## config.mk

```make
export PLATFORM = sky130hd
export DESIGN_NAME = wb_stage_param
export DESIGN_NICKNAME = d
export VERILOG_FILES = /design/src/rtl/wb_pkg.sv /design/src/rtl/wb_stage_param_load_extender.sv /design/src/rtl/wb_stage_param.sv
export SDC_FILE = /design/constraint.sdc
export NUM_CORES = 1
export LEC_CHECK = 0
export CAP_MARGIN = 0
export CELL_PAD_IN_SITES_DETAIL_PLACEMENT = 1
export CELL_PAD_IN_SITES_GLOBAL_PLACEMENT = 1
export CORE_MARGIN = 2
export CORE_UTILIZATION = 33
export CTS_CLUSTER_SIZE = 25
export DETAILED_ROUTE_END_ITERATION = 16
export GPL_TIMING_DRIVEN = 0
export MAX_ROUTING_LAYER = met4
export PLACE_DENSITY_LB_ADDON = 0.1
export REMOVE_ABC_BUFFERS = 1
export SYNTH_ARGS = -nofsm -noshare
export SYNTH_HDL_FRONTEND = slang
export SYNTH_HIERARCHICAL = 1
export SYNTH_SLANG_ARGS = --single-unit
```

## constraint.sdc

```tcl
create_clock -name clock -period 3.4 [get_ports clock]
set_input_delay 0.51 -clock clock [delete_from_list [all_inputs] [get_ports clock]]
set_output_delay 0.51 -clock clock [all_outputs]
set_load 0.02 [all_outputs]
```

## src/rtl/wb_pkg.sv

```systemverilog
// Shared definitions for the writeback stage.
//   - Writeback source select codes (2-bit).
//   - Load funct3 codes.
//   - Writeback FSM state type.
package wb_pkg;

    localparam logic [1:0] WB_SEL_ALU = 2'b00;
    localparam logic [1:0] WB_SEL_MEM = 2'b01;
    localparam logic [1:0] WB_SEL_PC4 = 2'b10;
    localparam logic [1:0] WB_SEL_IMM = 2'b11;

    localparam logic [2:0] LD_B  = 3'b000;
    localparam logic [2:0] LD_H  = 3'b001;
    localparam logic [2:0] LD_W  = 3'b010;
    localparam logic [2:0] LD_D  = 3'b011;
    localparam logic [2:0] LD_BU = 3'b100;
    localparam logic [2:0] LD_HU = 3'b101;
    localparam logic [2:0] LD_WU = 3'b110;

    typedef enum logic {
        IDLE     = 1'b0,
        WAIT_MEM = 1'b1
    } wb_state_t;

endpackage

```

## src/rtl/wb_stage_param_load_extender.sv

```systemverilog
// load_extender: combinational load-data alignment and sign/zero extension.
// Ports:
//   raw_data  in  XLEN   raw memory word
//   offset    in  2|3    byte offset within the word (3 bits when XLEN = 64)
//   load_type in  3      load funct3
//   ext_data  out XLEN   aligned and extended value
// Codes that the configured XLEN does not support return the raw word.
module load_extender
    import wb_pkg::*;
#(
    parameter int XLEN = 32
) (
    input  logic [XLEN-1:0]                  raw_data,
    input  logic [((XLEN == 64) ? 3 : 2)-1:0] offset,
    input  logic [2:0]                       load_type,
    output logic [XLEN-1:0]                  ext_data
);

    localparam int OFF_W = (XLEN == 64) ? 3 : 2;

    logic [7:0]  byte_sel;
    logic [15:0] half_sel;

    // Halfword selection ignores offset bit 0, so misaligned halves snap down.
    assign byte_sel = raw_data[{offset, 3'b000} +: 8];
    assign half_sel = raw_data[{offset[OFF_W-1:1], 4'b0000} +: 16];

    generate
        if (XLEN == 64) begin : g_rv64
            logic [31:0] word_sel;
            assign word_sel = raw_data[{offset[2], 5'b00000} +: 32];

            always_comb begin
                case (load_type)
                    LD_B:    ext_data = {{(XLEN-8){byte_sel[7]}}, byte_sel};
                    LD_BU:   ext_data = {{(XLEN-8){1'b0}}, byte_sel};
                    LD_H:    ext_data = {{(XLEN-16){half_sel[15]}}, half_sel};
                    LD_HU:   ext_data = {{(XLEN-16){1'b0}}, half_sel};
                    LD_W:    ext_data = {{(XLEN-32){word_sel[31]}}, word_sel};
                    LD_WU:   ext_data = {{(XLEN-32){1'b0}}, word_sel};
                    default: ext_data = raw_data;  // LD and the reserved code
                endcase
            end
        end else begin : g_rv32
            // On RV32 a word load is the whole raw word, so LW shares the default.
            always_comb begin
                case (load_type)
                    LD_B:    ext_data = {{(XLEN-8){byte_sel[7]}}, byte_sel};
                    LD_BU:   ext_data = {{(XLEN-8){1'b0}}, byte_sel};
                    LD_H:    ext_data = {{(XLEN-16){half_sel[15]}}, half_sel};
                    LD_HU:   ext_data = {{(XLEN-16){1'b0}}, half_sel};
                    default: ext_data = raw_data;
                endcase
            end
        end
    endgenerate

endmodule

```

## src/rtl/wb_stage_param.sv

```systemverilog
// wb_stage_param: parametrised writeback stage.
// Selects ALU / MEM / PC+4 / IMM as the writeback value, aligns and extends
// load data, and drives a registered register-file write port. A load whose
// memory response is not yet valid parks the stage in WAIT_MEM (ready low)
// until the response arrives. Also counts retired instructions.
// Ports:
//   clock, reset (sync, active-high)
//   valid_WB_in / ready_WB_out     MEM/WB handshake
//   flush_WB_in                    kill the accepted or pending instruction
//   regWrite/wbSel/loadType/rd     instruction control fields
//   ALU_result/pcPlus4/imm         datapath sources (ALU_result is the load address)
//   readData/readValid             memory response
//   regWrite/rd/writeData_WB_out   registered register-file write port
//   loadWait_WB_out                high while waiting for a load response
//   instret_WB_out                 retired-instruction count (wraps)
module wb_stage_param
    import wb_pkg::*;
#(
    parameter int XLEN   = 32,
    parameter int CNT_W  = 64,
    parameter int REG_AW = 5
) (
    input  logic              clock,
    input  logic              reset,
    input  logic              valid_WB_in,
    output logic              ready_WB_out,
    input  logic              flush_WB_in,
    input  logic              regWrite_WB_in,
    input  logic [1:0]        wbSel_WB_in,
    input  logic [2:0]        loadType_WB_in,
    input  logic [REG_AW-1:0] rd_WB_in,
    input  logic [XLEN-1:0]   ALU_result_WB_in,
    input  logic [XLEN-1:0]   pcPlus4_WB_in,
    input  logic [XLEN-1:0]   imm_WB_in,
    input  logic [XLEN-1:0]   readData_WB_in,
    input  logic              readValid_WB_in,
    output logic              regWrite_WB_out,
    output logic [REG_AW-1:0] rd_WB_out,
    output logic [XLEN-1:0]   writeData_WB_out,
    output logic              loadWait_WB_out,
    output logic [CNT_W-1:0]  instret_WB_out
);

    localparam int OFF_W = (XLEN == 64) ? 3 : 2;

    wb_state_t         state_q, state_d;
    logic              cap_rw_q, cap_rw_d;
    logic [2:0]        cap_lt_q, cap_lt_d;
    logic [REG_AW-1:0] cap_rd_q, cap_rd_d;
    logic [OFF_W-1:0]  cap_off_q, cap_off_d;

    logic              rw_out_q, rw_out_d;
    logic [REG_AW-1:0] rd_out_q, rd_out_d;
    logic [XLEN-1:0]   wdata_q, wdata_d;
    logic [CNT_W-1:0]  instret_q, instret_d;

    logic              accept;
    logic              retire;
    logic              ret_rw;
    logic [REG_AW-1:0] ret_rd;
    logic [XLEN-1:0]   ret_data;
    logic [XLEN-1:0]   live_data;
    logic [OFF_W-1:0]  ext_off;
    logic [2:0]        ext_type;
    logic [XLEN-1:0]   ext_data;

    // A waited load must be extended with the fields captured at acceptance,
    // since the MEM/WB inputs may already describe a different instruction.
    assign ext_off  = (state_q == WAIT_MEM) ? cap_off_q : ALU_result_WB_in[OFF_W-1:0];
    assign ext_type = (state_q == WAIT_MEM) ? cap_lt_q  : loadType_WB_in;

    load_extender #(
        .XLEN (XLEN)
    ) u_load_extender (
        .raw_data  (readData_WB_in),
        .offset    (ext_off),
        .load_type (ext_type),
        .ext_data  (ext_data)
    );

    always_comb begin
        case (wbSel_WB_in)
            WB_SEL_ALU: live_data = ALU_result_WB_in;
            WB_SEL_MEM: live_data = ext_data;
            WB_SEL_PC4: live_data = pcPlus4_WB_in;
            default:    live_data = imm_WB_in;
        endcase
    end

    // Output process of the FSM.
    always_comb begin
        ready_WB_out    = (state_q == IDLE);
        loadWait_WB_out = (state_q == WAIT_MEM);
    end

    assign accept = valid_WB_in && ready_WB_out;

    // Next-state process: state, capture fields and retire decision.
    always_comb begin
        state_d   = state_q;
        cap_rw_d  = cap_rw_q;
        cap_lt_d  = cap_lt_q;
        cap_rd_d  = cap_rd_q;
        cap_off_d = cap_off_q;
        retire    = 1'b0;
        ret_rw    = regWrite_WB_in;
        ret_rd    = rd_WB_in;
        ret_data  = live_data;
        case (state_q)
            IDLE: begin
                if (accept && !flush_WB_in) begin
                    if ((wbSel_WB_in != WB_SEL_MEM) || readValid_WB_in) begin
                        retire = 1'b1;
                    end else begin
                        cap_rw_d  = regWrite_WB_in;
                        cap_lt_d  = loadType_WB_in;
                        cap_rd_d  = rd_WB_in;
                        cap_off_d = ALU_result_WB_in[OFF_W-1:0];
                        state_d   = WAIT_MEM;
                    end
                end
            end
            WAIT_MEM: begin
                // Flush wins over a same-cycle response.
                if (flush_WB_in) begin
                    state_d = IDLE;
                end else if (readValid_WB_in) begin
                    retire   = 1'b1;
                    ret_rw   = cap_rw_q;
                    ret_rd   = cap_rd_q;
                    ret_data = ext_data;
                    state_d  = IDLE;
                end
            end
            default: state_d = IDLE;
        endcase
    end

    // Write port: enable pulses only on retire; index/data hold otherwise.
    always_comb begin
        rw_out_d  = retire && ret_rw && (ret_rd != '0);
        rd_out_d  = retire ? ret_rd   : rd_out_q;
        wdata_d   = retire ? ret_data : wdata_q;
        instret_d = retire ? (instret_q + CNT_W'(1)) : instret_q;
    end

    // State register process.
    always_ff @(posedge clock) begin
        if (reset) begin
            state_q   <= IDLE;
            cap_rw_q  <= 1'b0;
            cap_lt_q  <= '0;
            cap_rd_q  <= '0;
            cap_off_q <= '0;
            rw_out_q  <= 1'b0;
            rd_out_q  <= '0;
            wdata_q   <= '0;
            instret_q <= '0;
        end else begin
            state_q   <= state_d;
            cap_rw_q  <= cap_rw_d;
            cap_lt_q  <= cap_lt_d;
            cap_rd_q  <= cap_rd_d;
            cap_off_q <= cap_off_d;
            rw_out_q  <= rw_out_d;
            rd_out_q  <= rd_out_d;
            wdata_q   <= wdata_d;
            instret_q <= instret_d;
        end
    end

    assign regWrite_WB_out  = rw_out_q;
    assign rd_WB_out        = rd_out_q;
    assign writeData_WB_out = wdata_q;
    assign instret_WB_out   = instret_q;

endmodule

```

==> results of run 1 <==
-- timing repair --
action                                  CTS  global route
hold buffers                              0             0
pin swaps                                 1             0
cloned                                    1             0
resized for setup                         0             1
endpoints found under the setup margin    4            13
-- cells in the final DEF, fill, tap and decap left out, types with 3 or more instances in the layout --
master,synthesis,final
clkdlybuf4s50_1,0,244
dfxtp_1,114,114
nor2_1,84,83
a21oi_1,61,61
mux2_2,44,44
a22oi_1,40,40
a211oi_1,37,37
nand2_1,36,35
a22o_1,32,32
or4_1,31,31
o31ai_1,29,29
nand3_1,28,28
nand4_1,25,26
inv_1,25,25
mux2i_1,21,21
o21ai_0,19,19
clkbuf_16,0,17
or3_1,15,15
xor2_1,13,13
and4_1,9,9
and3_1,7,7
xnor2_1,6,6
nor2b_1,6,6
a21o_1,5,5
and2_1,6,5
nor3_1,5,5
a221o_1,5,5
o221ai_1,5,5
nor4_1,4,4
clkinv_2,0,4
clkbuf_8,0,4
o21ba_2,3,3
nand2_2,2,3
-- area by class of cell --
class | instances | area share (%)
Antenna cell | 2 | 0.0500
Clock buffer | 22 | 4.84
Clock inverter | 9 | 1.05
Inverter | 25 | 0.937
Multi-Input combinational cell | 609 | 41.7
Sequential cell | 114 | 22.8
Tap cell | 270 | 3.37
Timing Repair Buffer | 250 | 25.3
-- synthesized netlist by cell type, drive strengths merged, types with 2 or more instances --
library cell | n | area, µm²
nor3b | 2 | 15.0
or4 | 32 | 244
o21ai | 19 | 95.1
nor2b | 6 | 37.5
nand4b | 2 | 17.5
o22a | 2 | 17.5
a21o | 5 | 37.5
mux2 | 44 | 495
o221ai | 5 | 43.8
o31ai | 29 | 218
o21ba | 3 | 30.0
and4 | 10 | 88.8
a221oi | 2 | 35.0
nor3 | 7 | 45.0
nand2 | 38 | 148
a22oi | 40 | 300
a221o | 5 | 50.1
nand4 | 27 | 181
xor2 | 13 | 114
buf | 20 | 116
nor4 | 6 | 58.8
clkbuf | 41 | 154
a21oi | 61 | 305
or3 | 17 | 109
nand3 | 28 | 140
mux2i | 21 | 210
xnor2 | 6 | 52.6
a211oi | 37 | 278
inv | 25 | 93.8
a22o | 32 | 280
nor2 | 84 | 315
dfxtp | 114 | 2280
and3 | 7 | 43.8
and2 | 6 | 37.5
nand3b | 2 | 15.0
-- power breakdown --
group | leakage [nW] | switching, mW | total (mW) | internal, mW
Combinational | 2.34 | 0.300 | 0.645 | 0.346
Sequential | 0.925 | 0.0196 | 1.39 | 1.37
Clock | 0.292 | 0.656 | 1.80 | 1.15
Total | 3.55 | 0.975 | 3.84 | 2.87
-- registers in the layout (all words and copies together) (netlist names) --
register          cells
cap_off_q             2
writeData_WB_out     32
regWrite_WB_out       1
instret_WB_out       64
cap_rd_q              5
cap_rw_q              1
rd_WB_out             5
loadWait_WB_out       1
cap_lt_q              3
-- worst max-delay path, stage by stage --
cell and delay (ps):
clkdlybuf4s50_1 590, mux2_2 350, mux4_2 600, a221oi_4 760, a21oi_1 90, a22oi_1 330
a211oi_1 130
-- metal layers --
layer,GRT usage (%),wire length [µm]
met1,28.4,11000
met5,-,0
met2,40.7,12600
met4,6.71,403
met3,6.27,1540
-- kinds of logic after synthesis --
logic type               after synthesis  share of synthesized area (%)
buffers and inverters                 88                           5.66
adder cells (fa/ha/maj)                1                          0.183
AND/OR/NAND/NOR                      277                           22.3
XOR/XNOR                              19                           2.44
AO/OA/AOI/OAI                        245                           25.3
flip-flops                           114                           33.4
multiplexers                          66                           10.7
-- path summary, 6_finish.rpt --
check / cells past startpoint / slack (ps) / end
hold reg to reg: 2 / 490 / instret_WB_out[51]$_SDFFE_PP0P_
setup reg to reg: 6 / 360 / writeData_WB_out[28]$_SDFFE_PP0P_
hold / removal: 2 / 490 / instret_WB_out[51]$_SDFFE_PP0P_
setup / recovery: 7 / 300 / writeData_WB_out[28]$_SDFFE_PP0P_
==> impl_metrics.yaml, run 1 <==
outcome:
  run_status: "finished, final reports clean"
finish:
  syn_to_final_growth_pct: 46.7
  fillerInstances: 2353
  register_area_mm2: 0.00228
  multiInputGateArea_mm2: 0.00418
  utilization_pct: 49.3
  fin_nets: 1162
  post_route_cells_drive_above_1_share_pct: 9.82
  fin_area_mm2: 0.0100
  instances_no_fill: 1301
detailed_routing:
  antenna_left: 0
  drc: 0
  dr.pass1.iters: 6
  drt_wl_total_um: 25500
  drt_iter0_drc: 350
  vias: 7339
  avgViaCountPerCell: 5.64
  wl_per_cell_um: 19.6
yosys:
  synthFlopType: "dfxtp_1"
  yosysWarningCount: 6
  syn-mean-instance-area_um2: 8.43
  synth-seq-area-share_pct: 33.4
  ys_ff_latch: 114
  synth_area_mm2: 0.00683
  synth_edf_count: 0
  ys_types: 59
  async_reset_ff_share_pct: 0
  syn-instance-count: 810
grt:
  antenna_found_initial: 2
  grt_pass1_vias: 7481
  grt_overflow: 0
  grt_max_degree: 78
  grt_pass1_wl_um: 40600
  grt_usage_pct: 24.1
clocking:
  numCtsBuffers: 17
  root_buffer: "clkbuf_16"
  clockBufferDepth: 2
  cts_num_sinks: 114
  cts_tree: "done"
  clkTransAtPathRegs_ps: 60
  clk_latency_ps: 420
  post_cts_buffers: 0
  htreeDepth: 4
worst_setup_path:
  crit_type: "in2reg"
  cp.arrival_ps: 3360
  crit_fanout: 16
  cp-start-kind: "primary input"
  cp_data_required_time_ps: 3660
  cp-startpoint: "ALU_result_WB_in[0]"
  reg2reg_from: "loadWait_WB_out$_SDFF_PP0_"
  cp-end-kind: "flop"
pwr:
  p_leak_nw: 3.55
  finalPower_mw: 3.84
  ir_drop_v: 0.000284
  power_density_mw_per_mm2: 384
die:
  start_util_pct: 33.6
  die_area_mm2: 0.0219
  chipWidth_um: 148
  num_rows: 52
  die_y_um: 148
  io_pins: 248
  design.core.area_mm2: 0.0203
timing:
  fin_skew_ps: 11.0
  setup_tns_ps: 0
  period_share_pct: 91.3
  relSlewSlack_pct: 34.6
  fmax_mhz: 322
  drv_slew: 0
  setup_ws_ps: 297
  min_period_ps: 3100
  worst_slew_pin_slew_ps: 975
  grt_setup_unrepaired: "false"
  setup_viol: 0
  hold_viol_final: 0
  worst_hold_slack_ps: 489
placement:
  place_area_mm2: 0.00941
  placed_cells_incl_taps: 1267
  io_buffers: 247
  pre_cts_slack_ps: -502
  dp_hpwl_um: 18600
  place.gp.congestion: 0.800
hold_path:
  hp-class: "reg2reg"
  hold_start: "instret_WB_out[51]$_SDFFE_PP0P_"
job:
  maxCapViolCount: 0
Power figures use the tool's default switching activity.
==> inputs of run 2 (changes only) <==
==> constraint.sdc (replaced) <==
create_clock -name clock -period 3.1 [get_ports clock]
set_input_delay 0.465 -clock clock [delete_from_list [all_inputs] [get_ports clock]]
set_output_delay 0.465 -clock clock [all_outputs]
set_load 0.02 [all_outputs]
==> run 2 against run 1 <==
  * Final area is 0.30% higher
  * Clock skew is 1.0 ps higher
  * Power is 10% higher
==> impl_metrics.yaml, run 2 (same netlist as run 1, synthesis figures left out) <==
hold_path:
  whs_path_depth: 2
  hold_start: "instret_WB_out[51]$_SDFFE_PP0P_"
  min_to: "instret_WB_out[51]$_SDFFE_PP0P_"
  hp-class: "reg2reg"
clocking:
  clockBufferDepth: 2
  cts_tree: "done"
  hold_buffers: 0
  htreeDepth: 4
  root_buffer: "clkbuf_16"
  clk_latency_ps: 420
  cts_num_sinks: 114
  numCtsBuffers: 17
  clkTransAtPathRegs_ps: 60
timing:
  setup_viol: 0
  min_period_ps: 2980
  relSlewSlack_pct: 35.5
  drv_slew: 0
  worst_slew_pin_slew_ps: 962
  fmax_mhz: 336
  hold_viol_final: 0
  period_share_pct: 96.1
  grt_setup_unrepaired: "true"
  worst_hold_slack_ps: 490
  fin_skew_ps: 12.0
detailed_routing:
  vias: 7345
  dr_wl_met2_um: 12700
  dr_wl_met3_um: 1540
  drt_iter0_drc: 348
  drt_wl_total_um: 25600
  avgViaCountPerCell: 5.63
  drc: 0
  dr.pass1.iters: 4
  top_layer_used: "met4"
  wl_met1_um: 10900
  wl_per_cell_um: 19.6
  antenna_left: 0
die:
  die_area_mm2: 0.0219
  design.core.area_mm2: 0.0203
  num_rows: 52
  io_pins: 248
  start_util_pct: 33.6
  chipWidth_um: 148
  die_y_um: 148
worst_setup_path:
  ff2ff_path_depth: 7
  cp_data_required_time_ps: 3450
  reg2reg_to: "writeData_WB_out[29]$_SDFFE_PP0P_"
  crit_fanout: 34
  crit_type: "in2reg"
  cp-end-kind: "flop"
  cp-start-kind: "primary input"
  cp.arrival_ps: 3330
  reg2reg_from: "loadWait_WB_out$_SDFF_PP0_"
  r2r_slack_ps: 320
placement:
  place.gp.congestion: 0.800
  dp_hpwl_um: 18600
  io_buffers: 247
pwr:
  ir_drop_v: 0.000317
  power_density_mw_per_mm2: 421
  p_leak_nw: 3.57
  finalPower_mw: 4.23
finish:
  multiInputGateArea_mm2: 0.00418
  fillerInstances: 2352
  post_route_cells_drive_above_1_share_pct: 10.2
  fin_nets: 1166
  syn_to_final_growth_pct: 47.1
  largest_reg_flops: 64
  final_common_cell: "clkdlybuf4s50_1"
  register_area_mm2: 0.00228
  final_cell_mix: "clkdlybuf4s50_1, dfxtp_1, nor2_1, a21oi_1, mux2_2"
grt:
  grt_max_degree: 78
  antenna_found_initial: 2
  grt_usage_pct: 24.1
  grt_overflow: 0
  grt_pass1_vias: 7481
  grt_pass1_wl_um: 40600
job:
  maxCapViolCount: 0
outcome:
  run_status: "finished, final reports clean"
run 2: area by class of cell:
type,count,share of cell area [%]
Tap cell,270,3.36
Clock buffer,22,4.82
Clock inverter,9,1.05
Antenna cell,2,0.0498
Inverter,25,0.934
Timing Repair Buffer,254,25.5
Multi-Input combinational cell,609,41.6
Sequential cell,114,22.7
run 2: metrics by stage:
stage | util (%) | setup slack [ps] | instances | area (µm²) | setup TNS [ps]
5_1_grt | 49.5 | -121 | 1305 | 10000 | -929
6_report | 49.5 | 122 | 1305 | 10000 | 0
4_1_cts | 49.3 | 51.1 | 1299 | 10000 | 0
3_5_place_dp | 46.4 | -757 | 1267 | 9410 | -23460
3_3_place_gp | 46.0 | -2580 | 1264 | 9340 | -207820
2_1_floorplan | - | 99.9 | 747 | 6530 | 0
run 2: worst max-delay path, stage by stage:
cell      delay [ps]
buf_2            580
nand2b_1         260
a21o_1           590
nand3_1          580
or4_1            660
a21oi_1          160
run 2: per-layer routing:
layer | up-vias | GRT usage, %
met5 | - | -
li1 | 3528 | -
met4 | 0 | 6.71
met3 | 22 | 6.27
met2 | 192 | 40.7
met1 | 3603 | 28.4
run 2: timing repair:
item | CTS | global route
setup buffers | 0 | 4
pin swaps | 1 | 2
endpoints found under the hold margin | 0 | 0
gates cloned | 1 | 0
gates resized for setup | 1 | 0
setup endpoints to repair | 41 | 28
run 2: power by group:
group          internal, mW  switching (mW)
Sequential             1.50          0.0215
Clock                  1.26           0.728
Combinational         0.383           0.330
run 2: worst max-delay path by stage:
| stage | startpoint | endpoint | cells past startpoint |
|---|---|---|---|
| after floorplan | loadWait_WB_out$_SDFF_PP0_ | instret_WB_out[1]$_SDFFE_PP0P_ | 5 |
| after detailed placement | wbSel_WB_in[1] | instret_WB_out[59]$_SDFFE_PP0P_ | 6 |
| after global placement | wbSel_WB_in[0] | instret_WB_out[1]$_SDFFE_PP0P_ | 6 |
| final | wbSel_WB_in[1] | instret_WB_out[54]$_SDFFE_PP0P_ | 6 |
| after CTS | ALU_result_WB_in[0] | writeData_WB_out[28]$_SDFFE_PP0P_ | 7 |
| after global routing | wbSel_WB_in[1] | instret_WB_out[55]$_SDFFE_PP0P_ | 6 |
==> patch, RTL diff (config.mk and constraints of run 1) <==
`CNT_W`: 64 -> 32.
--- a/src/rtl/wb_stage_param.sv
+++ b/src/rtl/wb_stage_param.sv
@@ -19,3 +19,3 @@
     parameter int XLEN   = 32,
-    parameter int CNT_W  = 64,
+    parameter int CNT_W  = 32,
     parameter int REG_AW = 5
Ports: changed (resized instret_WB_out); port bits go from 248 to 216. The function was not compared with the original's and may differ.
==> patch against run 1 <==
Area after synthesis decreased by 25%. Clock power decreased by 38%. Total power fell by 28%. Via count is 26% lower. Worst setup slack gained 0.0063 ns. Routed wire length down 27%. Critical path depth shrank 1. Cell area decreased by 23%. Sequential cell count is 32 lower. Utilization is 1.7 points higher.
==> patch: results (changes against run 1) <==
{| class="wikitable"
! Metric !! Value
|-
| Result of the run || finished, final reports clean (unchanged)
|-
| Number of search-and-repair iterations in the first detailed-routing pass || 4 (was 6)
|-
| Clock latency of the later-clocked register in the worst-skew pair || 0.35 ns (was 0.42 ns)
|-
| Maximum level of the CTS H-tree || 3 (was 4)
|-
| Worst setup path startpoint || wbSel_WB_in[1] (was ALU_result_WB_in[0])
|-
| Leakage component of the power || 2.89 nW (was 3.55 nW)
|-
| Cell type group with the largest total delay on the critical path || simple AND/OR/NAND/NOR gates (was compound AO/OA/AOI/OAI gates)
|-
| Weighted congestion at the end of routability-driven global placement || 0.815 (was 0.800)
|-
| Number of antenna repair diodes || 0 (was 2)
|-
| Pin count of the biggest net entering global routing || 83 (was 78)
|-
| Crit-path max FO || 36 (was 16)
|-
| Highest cell delay on the worst timing path || 0.72 ns (was 0.76 ns)
|-
| Filler Cells Inserted || 1777 (was 2353)
|-
| Post-placement setup slack || -1.53 ns (was -0.502 ns)
|-
| Fraction of layout instances using a drive strength above 1 || 10.1% (was 9.82%)
|-
| Top cells by count, synth || 123 x sky130_fd_sc_hd__nor2_1, 82 x sky130_fd_sc_hd__dfxtp_1, 43 x sky130_fd_sc_hd__mux2_2 (was 114 x sky130_fd_sc_hd__dfxtp_1, 84 x sky130_fd_sc_hd__nor2_1, 61 x sky130_fd_sc_hd__a21oi_1)
|-
| Global-route wire length before repair || 29700 um (was 40600 um)
|-
| Number of DRC markers after the initial detailed-route iteration || 270 (was 350)
|-
| Mux share of post-synthesis cell area || 14.0% (was 10.7%)
|-
| DPL Wire Length || 13600 um (was 18600 um)
|-
| Post-Place Cell Area || 7390 um2 (was 9410 um2)
|-
| Area share of xor/xnor cells in the synthesized design || 4.62% (was 2.44%)
|-
| Layout net count || 959 (was 1162)
|-
| Worst ir drop on vdd || 238 uV (was 284 uV)
|-
| Post-Place Cells || 991 (was 1267)
|-
| Via count of the first global-routing pass || 5806 (was 7481)
|-
| Data arrival time of the worst path || 3.37 ns (was 3.36 ns)
|-
| Final Core Density || 51.1% (was 49.3%)
|-
| Hold Crit Start || writeData_WB_out[7]$_SDFFE_PP0P_ (was instret_WB_out[51]$_SDFFE_PP0P_)
|-
| Detailed-route wire length per cell || 18.5 um (was 19.6 um)
|-
| Antenna violations before repair || 0 (was 2)
|-
| Fin cells || 1007 (was 1301)
|}
[patch: cell count changes in the layout (fill, tap and decap cells not counted), moves of 27 or more]
cell                                     run 1  this run
sky130_fd_sc_hd__a21oi_1                    61        23
sky130_fd_sc_hd__a22o_1                     32         0
sky130_fd_sc_hd__clkdlybuf4s50_1           244       212
sky130_fd_sc_hd__dfxtp_1                   114        82
sky130_fd_sc_hd__nor2_1                     83       121
sky130_fd_sc_hd__nor3_1                      5        36
sky130_fd_sc_hd__o31ai_1                    29         2
sky130_fd_sc_hd__or4_1                      31         2
[patch: report_power, final]
group          internal [W]  leakage, nW  switching (W)
Sequential         0.000996        0.668      0.0000208
Clock              0.000690        0.168       0.000434
Combinational      0.000333         2.05       0.000297
Total               0.00202         2.89       0.000753
[patch: worst paths after layout]
| check | to | slack, ns | cells past startpoint |
|---|---|---|---|
| worst max-delay path | instret_WB_out[3]$_SDFFE_PP0P_ | 0.30 | 6 |
| worst min-delay path | writeData_WB_out[7]$_SDFFE_PP0P_ | 0.49 | 2 |
| worst max register to register | writeData_WB_out[24]$_SDFFE_PP0P_ | 0.42 | 6 |
| worst min register to register | writeData_WB_out[7]$_SDFFE_PP0P_ | 0.49 | 2 |
[patch: final cells by class]
class	instances	share of cell area (%)
Clock buffer	11	3.27
Clock inverter	5	1.10
Inverter	23	1.12
Multi-Input combinational cell	479	41.5
Sequential cell	82	21.2
Tap cell	188	3.04
Timing Repair Buffer	219	28.8
[patch: routing by layer]
metal	routed length (um)	global-route usage, %
met3	988	4.24
met1	8090	27.9
met4	298	6.79
met5	0	-
met2	9230	39.7
[patch: timing repair]
action | in CTS | in global routing
gates cloned | 0 | 0
endpoints found under the setup margin | 37 | 34
resized for setup | 4 | 1
